## src/rtl/crt_grid_render_if.sv

```systemverilog
// Solver-side port of the CRT grid renderer: back-buffer pixel writes and buffer-swap handshake.
interface crt_grid_render_if;
  logic       wr_en;
  logic [7:0] wr_addr;
  logic       wr_data;
  logic       swap_req;
  logic       swap_pending;
  logic       swap_done;

  modport master (
    output wr_en, wr_addr, wr_data, swap_req,
    input  swap_pending, swap_done
  );

  modport slave (
    input  wr_en, wr_addr, wr_data, swap_req,
    output swap_pending, swap_done
  );
endinterface

```

## src/rtl/crt_grid_render.sv

```systemverilog
// Converts 480p raster position into RGB444 from a double-buffered 40x6 CRT image,
// with a two-stage colour pipeline and matching sync/data-enable delay.
module crt_grid_render #(
  parameter logic [11:0] ON_COLOR   = 12'h0F0,
  parameter logic [11:0] OFF_COLOR  = 12'h020,
  parameter bit          GRID_LINES = 1'b0,
  parameter logic [11:0] GRID_COLOR = 12'h000
) (
  input  logic                 clk_pix,
  input  logic                 rst_pix_n,
  input  logic [9:0]           sx,
  input  logic [9:0]           sy,
  input  logic                 de,
  input  logic                 hsync,
  input  logic                 vsync,
  crt_grid_render_if.slave     fb_if,
  output logic [3:0]           vga_r,
  output logic [3:0]           vga_g,
  output logic [3:0]           vga_b,
  output logic                 hsync_o,
  output logic                 vsync_o,
  output logic                 de_o
);

  localparam int unsigned PIX_W     = 10;
  localparam int unsigned ADDR_W    = 8;
  localparam int unsigned ROW_W     = 3;
  localparam int unsigned RGB_W     = 12;
  localparam int unsigned COLS      = 40;
  localparam int unsigned ROWS      = 6;
  localparam int unsigned CELLS     = COLS * ROWS;
  localparam int unsigned ROW_H     = 80;
  localparam int unsigned SWAP_LINE = 480;

  typedef enum logic {
    ST_IDLE  = 1'b0,
    ST_ARMED = 1'b1
  } swap_state_t;

  swap_state_t           state;
  logic                  front_sel;
  logic                  swap_pending_q;
  logic                  swap_done_q;
  logic [CELLS-1:0]      fb [2];

  logic [ROW_W-1:0]      row_c;
  logic [PIX_W-1:0]      row_base_c;
  logic                  row_found_c;
  logic [PIX_W-1:0]      yoff_c;
  logic [ADDR_W-1:0]     idx_c;
  logic                  border_c;

  logic [ADDR_W-1:0]     idx_s1;
  logic                  border_s1;
  logic                  de_s1;
  logic                  hsync_s1;
  logic                  vsync_s1;

  logic                  pix_on_c;
  logic [RGB_W-1:0]      color_c;
  logic [RGB_W-1:0]      rgb_q;

  logic                  swap_pt_c;
  logic                  wr_ok_c;

  // Row = floor(sy/80) by comparing against the row boundaries; row_base_c = row*80.
  always_comb begin
    row_c       = ROW_W'(ROWS);
    row_base_c  = PIX_W'(ROWS * ROW_H);
    row_found_c = 1'b0;
    for (int unsigned r = 0; r < ROWS; r++) begin
      if (!row_found_c && (sy < PIX_W'((r + 1) * ROW_H))) begin
        row_c       = ROW_W'(r);
        row_base_c  = PIX_W'(r * ROW_H);
        row_found_c = 1'b1;
      end
    end
  end

  assign yoff_c   = sy - row_base_c;
  // row*40 = row*32 + row*8; only meaningful inside the active area.
  assign idx_c    = ADDR_W'({row_c, 5'b0_0000}) + ADDR_W'({row_c, 3'b000}) + ADDR_W'(sx[9:4]);
  assign border_c = GRID_LINES && ((sx[3:0] == 4'd0) || (yoff_c == PIX_W'(0)));

  // Stage 1: cell index, border flag and raw timing.
  always_ff @(posedge clk_pix or negedge rst_pix_n) begin
    if (!rst_pix_n) begin
      idx_s1    <= '0;
      border_s1 <= 1'b0;
      de_s1     <= 1'b0;
      hsync_s1  <= 1'b1;
      vsync_s1  <= 1'b1;
    end else begin
      idx_s1    <= idx_c;
      border_s1 <= border_c;
      de_s1     <= de;
      hsync_s1  <= hsync;
      vsync_s1  <= vsync;
    end
  end

  assign pix_on_c = (idx_s1 < ADDR_W'(CELLS)) ? fb[front_sel][idx_s1] : 1'b0;

  always_comb begin
    color_c = '0;
    if (de_s1) begin
      if (border_s1)     color_c = GRID_COLOR;
      else if (pix_on_c) color_c = ON_COLOR;
      else               color_c = OFF_COLOR;
    end
  end

  // Stage 2: colour plus delayed syncs.
  always_ff @(posedge clk_pix or negedge rst_pix_n) begin
    if (!rst_pix_n) begin
      rgb_q   <= '0;
      de_o    <= 1'b0;
      hsync_o <= 1'b1;
      vsync_o <= 1'b1;
    end else begin
      rgb_q   <= color_c;
      de_o    <= de_s1;
      hsync_o <= hsync_s1;
      vsync_o <= vsync_s1;
    end
  end

  assign vga_r = rgb_q[11:8];
  assign vga_g = rgb_q[7:4];
  assign vga_b = rgb_q[3:0];

  assign swap_pt_c = (sx == PIX_W'(0)) && (sy == PIX_W'(SWAP_LINE));
  assign wr_ok_c   = fb_if.wr_en && (fb_if.wr_addr < ADDR_W'(CELLS));

  // Back-buffer writes use the pre-swap front_sel, so a swap-point write lands in the new front.
  always_ff @(posedge clk_pix or negedge rst_pix_n) begin
    if (!rst_pix_n) begin
      fb[0] <= '0;
      fb[1] <= '0;
    end else if (wr_ok_c) begin
      fb[~front_sel][fb_if.wr_addr] <= fb_if.wr_data;
    end
  end

  // Swap control: arm on request, toggle at the start of vertical blanking.
  always_ff @(posedge clk_pix or negedge rst_pix_n) begin
    if (!rst_pix_n) begin
      state          <= ST_IDLE;
      front_sel      <= 1'b0;
      swap_pending_q <= 1'b0;
      swap_done_q    <= 1'b0;
    end else begin
      swap_done_q <= 1'b0;
      if (swap_pt_c && ((state == ST_ARMED) || fb_if.swap_req)) begin
        front_sel      <= ~front_sel;
        state          <= ST_IDLE;
        swap_pending_q <= 1'b0;
        swap_done_q    <= 1'b1;
      end else if (fb_if.swap_req) begin
        state          <= ST_ARMED;
        swap_pending_q <= 1'b1;
      end
    end
  end

  assign fb_if.swap_pending = swap_pending_q;
  assign fb_if.swap_done    = swap_done_q;

endmodule

```

## src/flat_wrapper.sv

```systemverilog
// flat-port wrapper written by rule: the top's interface ports become plain ports
module crt_grid_render_flat 
#(
  parameter logic [11:0] ON_COLOR   = 12'h0F0,
  parameter logic [11:0] OFF_COLOR  = 12'h020,
  parameter bit          GRID_LINES = 1'b0,
  parameter logic [11:0] GRID_COLOR = 12'h000
)
  (clk_pix, rst_pix_n, sx, sy, de, hsync, vsync, vga_r, vga_g, vga_b, hsync_o, vsync_o, de_o, fb_if_wr_en, fb_if_wr_addr, fb_if_wr_data, fb_if_swap_req, fb_if_swap_pending, fb_if_swap_done);
  crt_grid_render_if fb_if_i ();
  input  logic clk_pix;
  input  logic rst_pix_n;
  input  logic [9:0] sx;
  input  logic [9:0] sy;
  input  logic de;
  input  logic hsync;
  input  logic vsync;
  output logic [3:0] vga_r;
  output logic [3:0] vga_g;
  output logic [3:0] vga_b;
  output logic hsync_o;
  output logic vsync_o;
  output logic de_o;
  input wire logic [$bits(fb_if_i.wr_en)-1:0] fb_if_wr_en;
  input wire logic [$bits(fb_if_i.wr_addr)-1:0] fb_if_wr_addr;
  input wire logic [$bits(fb_if_i.wr_data)-1:0] fb_if_wr_data;
  input wire logic [$bits(fb_if_i.swap_req)-1:0] fb_if_swap_req;
  output wire logic [$bits(fb_if_i.swap_pending)-1:0] fb_if_swap_pending;
  output wire logic [$bits(fb_if_i.swap_done)-1:0] fb_if_swap_done;
  assign fb_if_i.wr_en = fb_if_wr_en;
  assign fb_if_i.wr_addr = fb_if_wr_addr;
  assign fb_if_i.wr_data = fb_if_wr_data;
  assign fb_if_i.swap_req = fb_if_swap_req;
  assign fb_if_swap_pending = fb_if_i.swap_pending;
  assign fb_if_swap_done = fb_if_i.swap_done;
  crt_grid_render #(.ON_COLOR(ON_COLOR), .OFF_COLOR(OFF_COLOR), .GRID_LINES(GRID_LINES), .GRID_COLOR(GRID_COLOR)) u_core (.clk_pix(clk_pix), .rst_pix_n(rst_pix_n), .sx(sx), .sy(sy), .de(de), .hsync(hsync), .vsync(vsync), .fb_if(fb_if_i), .vga_r(vga_r), .vga_g(vga_g), .vga_b(vga_b), .hsync_o(hsync_o), .vsync_o(vsync_o), .de_o(de_o));
endmodule
```

## config.mk

```make
export PLATFORM = sky130hd
export DESIGN_NAME = crt_grid_render_flat
export DESIGN_NICKNAME = d
export VERILOG_FILES = /design/src/rtl/crt_grid_render_if.sv /design/src/rtl/crt_grid_render.sv /design/src/flat_wrapper.sv
export SDC_FILE = /design/constraint.sdc
export NUM_CORES = 1
export LEC_CHECK = 0
export CAP_MARGIN = 5
export CELL_PAD_IN_SITES_DETAIL_PLACEMENT = 0
export CELL_PAD_IN_SITES_GLOBAL_PLACEMENT = 1
export CORE_ASPECT_RATIO = 1.5
export CORE_UTILIZATION = 51
export CTS_CLUSTER_SIZE = 12
export DETAILED_ROUTE_END_ITERATION = 10
export PLACE_DENSITY = 0.83
export SETUP_SLACK_MARGIN = 0.02
export SLEW_MARGIN = 15
export SYNTH_ARGS = -nofsm -noshare
export SYNTH_HDL_FRONTEND = slang
export SYNTH_SLANG_ARGS = --single-unit
```

## constraint.sdc

```tcl
create_clock -name clk_pix -period 3.5 [get_ports clk_pix]
set_input_delay 0.7 -clock clk_pix [delete_from_list [all_inputs] [get_ports clk_pix]]
set_output_delay 0.7 -clock clk_pix [all_outputs]
set_load 0.01 [all_outputs]
```

==> Word-level counts from Yosys, hierarchy flattened <==
Cells that the tools add are included.
{ "op_classes": {"bitwise_logic": 3, "n_mul": 0, "mux": 27, "div": 0, "n_addsub": 2, "magnitude_cmp": 14, "n_shift": 0, "reduce_logical": 18, "n_eq_ne": 1} }
{ "ops": {"columns": ["op", "count"], "rows": [
  ["240-bit 2-to-1 mux", 4],
  ["480-bit bitwise mux", 1],
  ["240-bit demux with 1-bit select", 1],
  ["10-bit by 9-bit less-than comparator with 1-bit output, second input constant", 3],
  ["10-bit by 8-bit less-than comparator with 1-bit output, second input constant", 2],
  ["8-bit by 9-bit less-than comparator with 1-bit output, second input constant", 2],
  ["3-bit 2-to-1 mux", 6],
  ["8-bit by 6-bit adder with 8-bit output", 2],
  ["8-bit less-than comparator, second input constant", 2],
  ["12-bit 2-to-1 mux", 1],
  ["1-bit 2-to-1 mux", 11],
  ["10-bit by 9-bit == test with 1-bit output, second input constant", 1],
  ["1-bit logical AND", 10],
  ["10-bit zero test", 1],
  ["10-bit by 7-bit less-than comparator with 1-bit output, second input constant", 1],
  ["1-bit binary-select mux with 8-bit select", 1],
  ["1-bit demux with 8-bit select", 1],
  ["8-bit by 1-bit greater-or-equal comparator with 1-bit output, second input constant", 1],
  ["8-bit 2-to-1 mux", 1],
  ["1-bit zero test", 5],
  ["2-bit greater-or-equal comparator, second input constant", 2],
  ["1-bit inverter with 2-bit output", 2],
  ["2-bit by 1-bit less-than comparator with 1-bit output, second input constant", 1],
  ["2-bit nonzero test", 1],
  ["other kinds (2)", 2]
]} }
{ "word_totals": {"ff_bits": 509, "memories": 0, "latch_bits": 0, "rom_bits": 0, "inputBits": 36, "out_inout_bits": 17, "mem_bits_rw": 0} }

==> Longest topological paths before layout <==
Gate-level depths: netlist of the first run.
{ "logic_depth": {"depth_word": 19, "ltp_mapped": 12} }

==> Worst setup path after synthesis of the first run <==
OpenSTA, ideal clock, no wires.
{ "synth_path": {"path_type": "in2reg", "start": "input sy[7]", "end": "register u_core.idx_s1[7]", "setup_ps": 79, "path_stages": 12, "t_arrival_ps": 2767, "setup_slack_ps": 654, "t_required_ps": 3421, "path_cell_list": "inv_1 > o21ai_0 > a2111oi_0 > a31oi_1 > nor2_1 > inv_1 > fa_1 > inv_1 > ha_1 > a21o_1 > a21oi_1 > xor2_1"} }
{ "synth_between": {"elab_chain_len": 19, "word_cells_on_any_way": 29, "cone_classes": "add/sub (2); order compare (6); mux (11); reduce/logical (10)"} }
{ "synth_lines": {"columns": ["item", "line_no", "rtl"], "rows": [
  ["start: declaration", "flat_wrapper.sv:14", "input logic [9:0] sy;"],
  ["10-bit by 7-bit less-than comparator with 1-bit output", "crt_grid_render.sv:72", "if (!row_found_c && (sy < PIX_W'((r + 1) * ROW_H))) begin"],
  ["1-bit 2-to-1 mux", "crt_grid_render.sv:72", null],
  ["1-bit zero test", "crt_grid_render.sv:72", null],
  ["1-bit logical AND", "crt_grid_render.sv:72", null],
  ["1-bit 2-to-1 mux", "crt_grid_render.sv:72", null],
  ["1-bit zero test", "crt_grid_render.sv:72", null],
  ["1-bit logical AND", "crt_grid_render.sv:72", null],
  ["1-bit 2-to-1 mux", "crt_grid_render.sv:72", null],
  ["(+3 left out)", null, null],
  ["1-bit zero test", "crt_grid_render.sv:72", null],
  ["1-bit logical AND", "crt_grid_render.sv:72", null],
  ["1-bit 2-to-1 mux", "crt_grid_render.sv:72", null],
  ["1-bit zero test", "crt_grid_render.sv:72", null],
  ["1-bit logical AND", "crt_grid_render.sv:72", null],
  ["3-bit 2-to-1 mux (*)", "crt_grid_render.sv:72", null],
  ["8-bit by 6-bit adder with 8-bit output (*) (2 in a row)", "crt_grid_render.sv:82", "assign idx_c = ADDR_W'({row_c, 5'b0_0000}) + ADDR_W'({row_c, 3'b000}) + ADDR_W'(sx[9:4]);"],
  ["named net u_core.idx_c[7]", "crt_grid_render.sv:50", "logic [ADDR_W-1:0] idx_c;"],
  ["end signal: assignment", "crt_grid_render.sv:94", "idx_s1 <= idx_c;"],
  ["end: declaration", "crt_grid_render.sv:53", "logic [ADDR_W-1:0] idx_s1;"]
]} }
Mark *: on every way through the listed nets, which the timed path passes. The rest lies on a longest branch.
A chain may end at the register's enable or synchronous reset.

==> Worst setup path after layout of the first run <==
{ "layout_path": {"start": "register u_core.front_sel", "end": "register u_core.rgb_q[6]"} }
{ "layout_between": {"elab_chain_len": 9} }
{ "layout_lines": {"columns": ["item", "line_no", "rtl"], "rows": [
  ["start: declaration", "crt_grid_render.sv:41", "logic front_sel;"],
  ["start signal: assignment", "crt_grid_render.sv:155", "front_sel <= ~front_sel;"],
  ["1-bit inverter with 2-bit output (implied by the code)", "crt_grid_render.sv:102", "assign pix_on_c = (idx_s1 < ADDR_W'(CELLS)) ? fb[front_sel][idx_s1] : 1'b0;"],
  ["240-bit 2-to-1 mux (implied by the code) (3 in a row)", "crt_grid_render.sv:102", null],
  ["1-bit binary-select mux with 8-bit select", "crt_grid_render.sv:102", null],
  ["1-bit 2-to-1 mux (implied by the code)", "crt_grid_render.sv:102", null],
  ["1-bit 2-to-1 mux", "crt_grid_render.sv:102", null],
  ["8-bit 2-to-1 mux", "crt_grid_render.sv:108", "else if (pix_on_c) color_c = ON_COLOR;"],
  ["12-bit 2-to-1 mux", "crt_grid_render.sv:106", "if (de_s1) begin"],
  ["end signal: assignment", "crt_grid_render.sv:121", "rgb_q <= color_c;"],
  ["end: declaration", "crt_grid_render.sv:61", "logic [RGB_W-1:0] rgb_q;"]
]} }
Every way passes these cells. The select of a mux whose other input is x is not followed.

==> flow_summary.json, run 1 <==
{
  "cp-start-kind": "register",
  "period_share_pct": 90.62,
  "drt_iter0_drc": 1947,
  "postCtsSetupRepairBufs": 0,
  "synth_area_leaders": "dfrtp_1 (49%), mux2_2 (13%), mux4_2 (12%), nand2_1 (6.3%), nand3_1 (4.2%)",
  "synth-simple-area-share_pct": 14.50,
  "synth_top_family_by_area": "multiplexers",
  "final_cell_mix": "dfrtp_1 (490), nand2_1 (418), mux2_2 (284), nand3_1 (208), o21ai_0 (196)",
  "root_buffer": "clkbuf_16",
  "rsz0062_at_grt": "no",
  "hold_viol_final": 0,
  "irDropWorstVdd_mv": 0.3972,
  "htree_levels": 2,
  "cts_sinks": 498,
  "die-area_mm2": 0.04998,
  "tritoncts": "yes",
  "power_mw": 12.16,
  "relSlewSlack_pct": 32.08,
  "ios": 53,
  "postLayoutCellArea_mm2": 0.02839,
  "drt-wirelength-per-cell_um": 25.49,
  "grt-ovfl-total": 0,
  "yosysWarnings": 0,
  "p_per_area_mw_per_mm2": 428.4,
  "die_y_um": 273.3,
  "synth-main-ff-cell": "dfrtp_1",
  "power.leakage_nw": 13.35,
  "post-place-cells": 2918,
  "setup.worst_path.class": "register to register",
  "ys_ff_latch": 498,
  "yosysSeqAreaShare_pct": 49.81,
  "grt_pass1_wl_mm": 119.1,
  "clk_pin_slew_worst_paths_ns": 0.06,
  "seq_area_mm2": 0.01248,
  "worstMarginPinSlew_ns": 1.019,
  "maxSlewViolCount": 0,
  "synth_async_sr_flop_share_pct": 100.0,
  "dr.pass1.iters": 8,
  "syn_area_mm2": 0.02503,
  "via_count": 19070,
  "worstPathMaxFanout": 13,
  "cp.required_ns": 3.91,
  "initial_core_util_pct": 51.54,
  "place_congestion": 0.9155,
  "first_global_vias": 19900,
  "port_buffers": 44,
  "fillCellCount": 4094,
  "hpwl_mm": 49.25,
  "clk-insertion-delay-late_ns": 0.59,
  "grt_use_total_pct": 31.67,
  "synth_fa_ha_area_share_pct": 0.4099,
  "synth_top_area_share_pct": 49.39,
  "place_area_mm2": 0.02688,
  "final_cell_count_no_fill": 3000,
  "antenna_found_initial": 2,
  "viasPerCell": 6.357,
  "cts_resized": 0,
  "hp-class": "input port to async pin",
  "period_needed_ns": 3.172,
  "fp-row-count": 99,
  "finClkSkew_ns": 0.02062,
  "setup_violations": 0,
  "max-cap-violations": 0,
  "coreArea_mm2": 0.04856,
  "final_nets": 2357,
  "layout-drive-gt1-share_pct": 28.89,
  "outcome": "complete, but fails checks",
  "synth_edf_count": 0,
  "critPathArrivalTime_ns": 3.58,
  "mostFrequentLayoutCell": "dfrtp_1",
  "multi_input_area_mm2": 0.01166,
  "syn_to_final_growth_pct": 13.45,
  "syn_avg_cell_area_um2": 11.08,
  "reg2reg_setup_slack_ns": 0.33,
  "cts_buffers": 50,
  "postRouteWirelength_mm": 76.46,
  "yosysTopAreaCell": "dfrtp_1",
  "synth_cells": 2259,
  "synth_xor_area_share_pct": 0.1050,
  "ys_types": 56,
  "max_clock_freq_mhz": 315.3,
  "violations": "design-rule violations",
  "synth_compound_area_share_pct": 5.184,
  "synthMuxAreaShare_pct": 26.05,
  "drc": 1,
  "grt_start_max_net_pins": 100,
  "cp-end-kind": "register",
  "path_cells": "buf_4 -> buf_4 -> mux4_2 -> nor2_1 -> mux4_2 -> o31ai_1 -> a211oi_1 -> o32ai_1",
  "slowest_stage": "dfrtp_4",
  "die_x_um": 182.9,
  "ant_nets": 0,
  "max_stage_delay_ns": 0.65,
  "clockBufferDepth": 3,
  "hold_buffers": 0
}
worst max-delay path: cells and delay by family, from the launching register on:
| family | cells | cell delay [ns] |
|---|---|---|
| AND/OR/NAND/NOR | 1 | 0.04 |
| AO/OA/AOI/OAI | 3 | 0.91 |
| buffers and inverters | 2 | 0.45 |
| flip-flops | 1 | 0.65 |
| multiplexers | 2 | 0.94 |
cell usage after synthesis (3+ instances only):
| cell | count |
|---|---|
| mux2_1 | 6 |
| buf_6 | 8 |
| or4_1 | 3 |
| buf_2 | 35 |
| inv_1 | 12 |
| mux2i_1 | 28 |
| a21oi_1 | 4 |
| nand2_1 | 418 |
| nand2b_1 | 10 |
| a22oi_1 | 4 |
| mux4_2 | 132 |
| o211ai_1 | 4 |
| a221oi_1 | 8 |
| and3_1 | 3 |
| nand3_1 | 208 |
| clkbuf_1 | 145 |
| ha_1 | 5 |
| a31oi_1 | 4 |
| o21ai_0 | 196 |
| dfrtp_1 | 494 |
| nor4_1 | 5 |
| nor3_2 | 4 |
| nor2_1 | 148 |
| nor3_1 | 11 |
| a21o_1 | 3 |
| buf_4 | 14 |
| nor2b_1 | 14 |
| dfstp_2 | 4 |
| nand4_1 | 7 |
| buf_1 | 5 |
| mux2_2 | 284 |
logic make-up (layout without fill, tap and decap cells):
family / count (synthesis) / after routing
simple gates: 843 / 843
flops: 498 / 498
mux: 450 / 450
compound gates: 237 / 237
buf+inv: 220 / 297
fa+ha+maj: 7 / 7
xor+xnor: 3 / 3
other cells: 1 / 9
stage by stage:
| stage | setup slack, ns | hold WS, ns | setup TNS (ns) | util [%] |
|---|---|---|---|---|
| 2_1_floorplan | 0.6542 | 0.3452 | 0 | - |
| 3_3_place_gp | -0.09990 | 0.3466 | -0.09990 | 55.36 |
| 3_5_place_dp | -0.1429 | 0.3468 | -0.1429 | 55.36 |
| 4_1_cts | 0.3612 | 0.2320 | 0 | 58.47 |
| 5_1_grt | 0.1352 | 0.2844 | 0 | 58.48 |
| 6_report | 0.3282 | 0.2147 | 0 | 58.48 |
registers in the layout (all words and copies together), names as in the netlist:
name and count:
u_core.fb 480, u_core.idx_s1 8, u_core.rgb_q 2, u_core.de_s1 1, u_core.fb_if.swap_done 1, u_core.front_sel 1, u_core.hsync_o 1, u_core.hsync_s1 1
u_core.state 1, u_core.vsync_o 1, u_core.vsync_s1 1
report_power, final:
part	total (mW)	internal, mW	switching [mW]
clock	5.10	2.85	2.25
sequential	6.05	5.91	0.138
combinational	1.02	0.374	0.642
total	12.2	9.13	3.03
per-layer routing:
metal	track usage, %	up-vias	wire length [µm]
li1	-	8043	-
met1	40.82	9794	28560
met2	50.92	974	36780
met3	4.643	259	6060
met4	19.21	0	5065
met5	0	-	0
path summary, 6_finish.rpt:
check,to,cells past startpoint,start
worst max-delay path,u_core.rgb_q[6],8,u_core.front_sel
worst min-delay path,u_core.fb[108],1,rst_pix_n
worst max register to register,u_core.rgb_q[6],8,u_core.front_sel
worst min register to register,u_core.vsync_o,0,u_core.vsync_s1
max in group asynchronous,u_core.fb[24],2,rst_pix_n
min in group clk_pix,u_core.vsync_o,0,u_core.vsync_s1
area by class of cell:
cell class                      count  share of cell area (%)
Timing Repair Buffer              203                   6.583
Tap cell                          656                   2.891
Multi-Input combinational cell   1548                   41.08
Sequential cell                   498                   43.94
Clock buffer                       74                   5.116
Clock inverter                      7                  0.2115
Antenna cell                        1                0.008813
Inverter                           13                  0.1719
Note: power is estimated with default switching activity, not from simulation.
==> inputs of run 2 (changes only) <==
--- a/config.mk
+++ b/config.mk
@@ -14,7 +14,6 @@
 export DETAILED_ROUTE_END_ITERATION = 10
 export PLACE_DENSITY = 0.83
 export SETUP_SLACK_MARGIN = 0.02
-export SLEW_MARGIN = 15
 export SYNTH_ARGS = -nofsm -noshare
 export SYNTH_HDL_FRONTEND = slang
 export SYNTH_SLANG_ARGS = --single-unit
==> results of run 2 <==
Same layout as run 1: the final DEF is identical, and so are final timing and power.
==> inputs of run 3 (changes only) <==
--- a/config.mk
+++ b/config.mk
@@ -5,7 +5,6 @@
 export SDC_FILE = /design/constraint.sdc
 export NUM_CORES = 1
 export LEC_CHECK = 0
-export CAP_MARGIN = 5
 export CELL_PAD_IN_SITES_DETAIL_PLACEMENT = 0
 export CELL_PAD_IN_SITES_GLOBAL_PLACEMENT = 1
 export CORE_ASPECT_RATIO = 1.5
@@ -14,6 +13,7 @@
 export DETAILED_ROUTE_END_ITERATION = 10
 export PLACE_DENSITY = 0.83
 export SETUP_SLACK_MARGIN = 0.02
+export SLEW_MARGIN = 20
 export SYNTH_ARGS = -nofsm -noshare
 export SYNTH_HDL_FRONTEND = slang
 export SYNTH_SLANG_ARGS = --single-unit
==> constraint.sdc (replaced) <==
create_clock -name clk_pix -period 3.5 [get_ports clk_pix]
set_input_delay 0.525 -clock clk_pix [delete_from_list [all_inputs] [get_ports clk_pix]]
set_output_delay 0.525 -clock clk_pix [all_outputs]
set_load 0.01 [all_outputs]
==> run 3 against run 2 <==
The run ends with design-rule violations, negative hold slack left. Non-clock buffer count fell by 26. Sequential share of layout area up 0.23 points. Worst hold slack got worse by 0.23 ns. Highest routed layer unchanged. Final area decreased by 0.52%. Clock power shrank 0.8%. Wire length fell by 2.4%. Register-to-register slack gained 0.14 ns. Via count down 1.3%. Critical path type unchanged. First-iteration DRC count decreased by 4.5%. Sequential cell count unchanged.
==> flow_summary.json, run 3 (synthesis gave the netlist of run 1 again) <==
{
  "regMostFlops": "u_core.fb",
  "cts_resized": 0,
  "first_global_vias": 19344,
  "hold_ws_ns": -0.01140,
  "worstMarginPinSlew_ns": 1.109,
  "place_congestion": 0.9283,
  "grt_pass1_wl_mm": 115.5,
  "die_x_um": 182.9,
  "met3_wirelength_mm": 5.898,
  "setup_violations": 0,
  "cts_sinks": 498,
  "irDropWorstVdd_mv": 0.3804,
  "max_clock_freq_mhz": 330.0,
  "die-area_mm2": 0.04998,
  "final_cell_count_no_fill": 2975,
  "finClkSkew_ns": 0.01428,
  "setup.worst_path.class": "register to register",
  "hpwl_mm": 47.32,
  "coreArea_mm2": 0.04856,
  "largest_reg_flops": 480,
  "finalWorstSetupSlack_ns": 0.4696,
  "ios": 53,
  "port_buffers": 44,
  "cp-end-kind": "register",
  "initial_core_util_pct": 51.54,
  "cp-start-kind": "register",
  "postCtsSetupRepairBufs": 0,
  "tritoncts": "yes",
  "drc": 2,
  "mostFrequentLayoutCell": "dfrtp_1",
  "pre_cts_ws_ns": 0.1681,
  "clockBufferDepth": 3,
  "fillCellCount": 4028,
  "period_share_pct": 86.58,
  "cts_buffers": 50,
  "hp-class": "input port to async pin",
  "cp.required_ns": 3.93,
  "layout-drive-gt1-share_pct": 27.92,
  "reg_top3": "u_core.fb: 480 flops, u_core.idx_s1: 8 flops, u_core.rgb_q: 2 flops",
  "outcome": "complete, but fails checks",
  "relSlewSlack_pct": 26.08,
  "routed.top_layer": "met4",
  "final_cell_mix": "dfrtp_1 (490), nand2_1 (418), mux2_2 (284), nand3_1 (208), o21ai_0 (196)",
  "violations": "design-rule violations, negative hold slack",
  "hold_viol_final": 2,
  "rsz0062_at_grt": "no",
  "htree_levels": 2,
  "die_y_um": 273.3,
  "critPathArrivalTime_ns": 3.46,
  "final_nets": 2331,
  "power_mw": 12.10,
  "grt-ovfl-total": 0,
  "antenna_found_initial": 1,
  "root_buffer": "clkbuf_16",
  "drt_iter0_drc": 1859,
  "viasPerCell": 6.324,
  "maxSlewViolCount": 0,
  "post-place-cells": 2892,
  "met1_length_mm": 28.38,
  "syn_to_final_growth_pct": 12.86,
  "finalSetupTns_ns": 0,
  "worstPathMaxFanout": 21,
  "clk_pin_slew_worst_paths_ns": 0.06,
  "fp-row-count": 99,
  "drt-wirelength-per-cell_um": 25.08,
  "max-cap-violations": 0,
  "hold_buffers": 0,
  "via_count": 18814,
  "power.leakage_nw": 13.23,
  "postRouteWirelength_mm": 74.61,
  "dr.pass1.iters": 8,
  "grt_start_max_net_pins": 112,
  "clk-insertion-delay-late_ns": 0.58,
  "ant_nets": 0,
  "period_needed_ns": 3.030,
  "grt_use_total_pct": 30.69,
  "p_per_area_mw_per_mm2": 428.5,
  "wl_met2_mm": 35.86
}
-- run 3: changes by cell type in the layout (fill, tap and decap cells not counted), sizes merged --
cell / delta
diode: +1
inv: +2
clkinv: -6
clkbuf: +4
buf: -26
-- run 3: power breakdown --
part	internal, mW	switching (mW)
logic	0.356	0.632
registers	5.91	0.139
clock network	2.85	2.21
total	9.12	2.98
-- run 3: final timing paths --
path	start	to	slack, ns	depth (start not counted)
max	u_core.front_sel	u_core.rgb_q[6]	0.47	7
min	rst_pix_n	u_core.fb[444]	-0.01	1
max reg2reg	u_core.front_sel	u_core.rgb_q[6]	0.47	7
min reg2reg	u_core.vsync_s1	u_core.vsync_o	0.36	0
max in group asynchronous	rst_pix_n	u_core.front_sel	2.53	2
min in group clk_pix	vsync	u_core.vsync_s1	0.35	1
-- run 3: worst max-delay path: stages (launching register included) --
cell,delay (ns)
dfrtp_4,0.60
buf_12,0.27
buf_4,0.25
mux4_2,0.56
mux4_2,0.58
a22oi_1,0.25
and4_1,0.29
o32ai_1,0.09
-- run 3: layer usage --
layer | track usage, % | up-vias
met1 | 39.68 | 9687
met2 | 49.43 | 899
li1 | - | 7988
met4 | 17.21 | 0
met5 | 0 | -
met3 | 5.029 | 240
-- run 3: per-stage QoR --
step / instance area (µm²) / util (%)
after floorplan: 25050 / -
after global placement: 26750 / 55.08
after detailed placement: 26750 / 55.08
after CTS: 28240 / 58.16
after global routing: 28240 / 58.16
final: 28250 / 58.17
-- run 3: final cells by class --
type	count	area, µm²	share of cell area [%]
antenna	2	5.005	0.01772
sequential	498	12480	44.17
tap	656	820.8	2.906
multi-input combinational	1548	11660	41.29
clock buffer	78	1468	5.196
timing repair buffer	177	1737	6.148
inverter	13	48.80	0.1727
clock inverter	3	27.53	0.09745
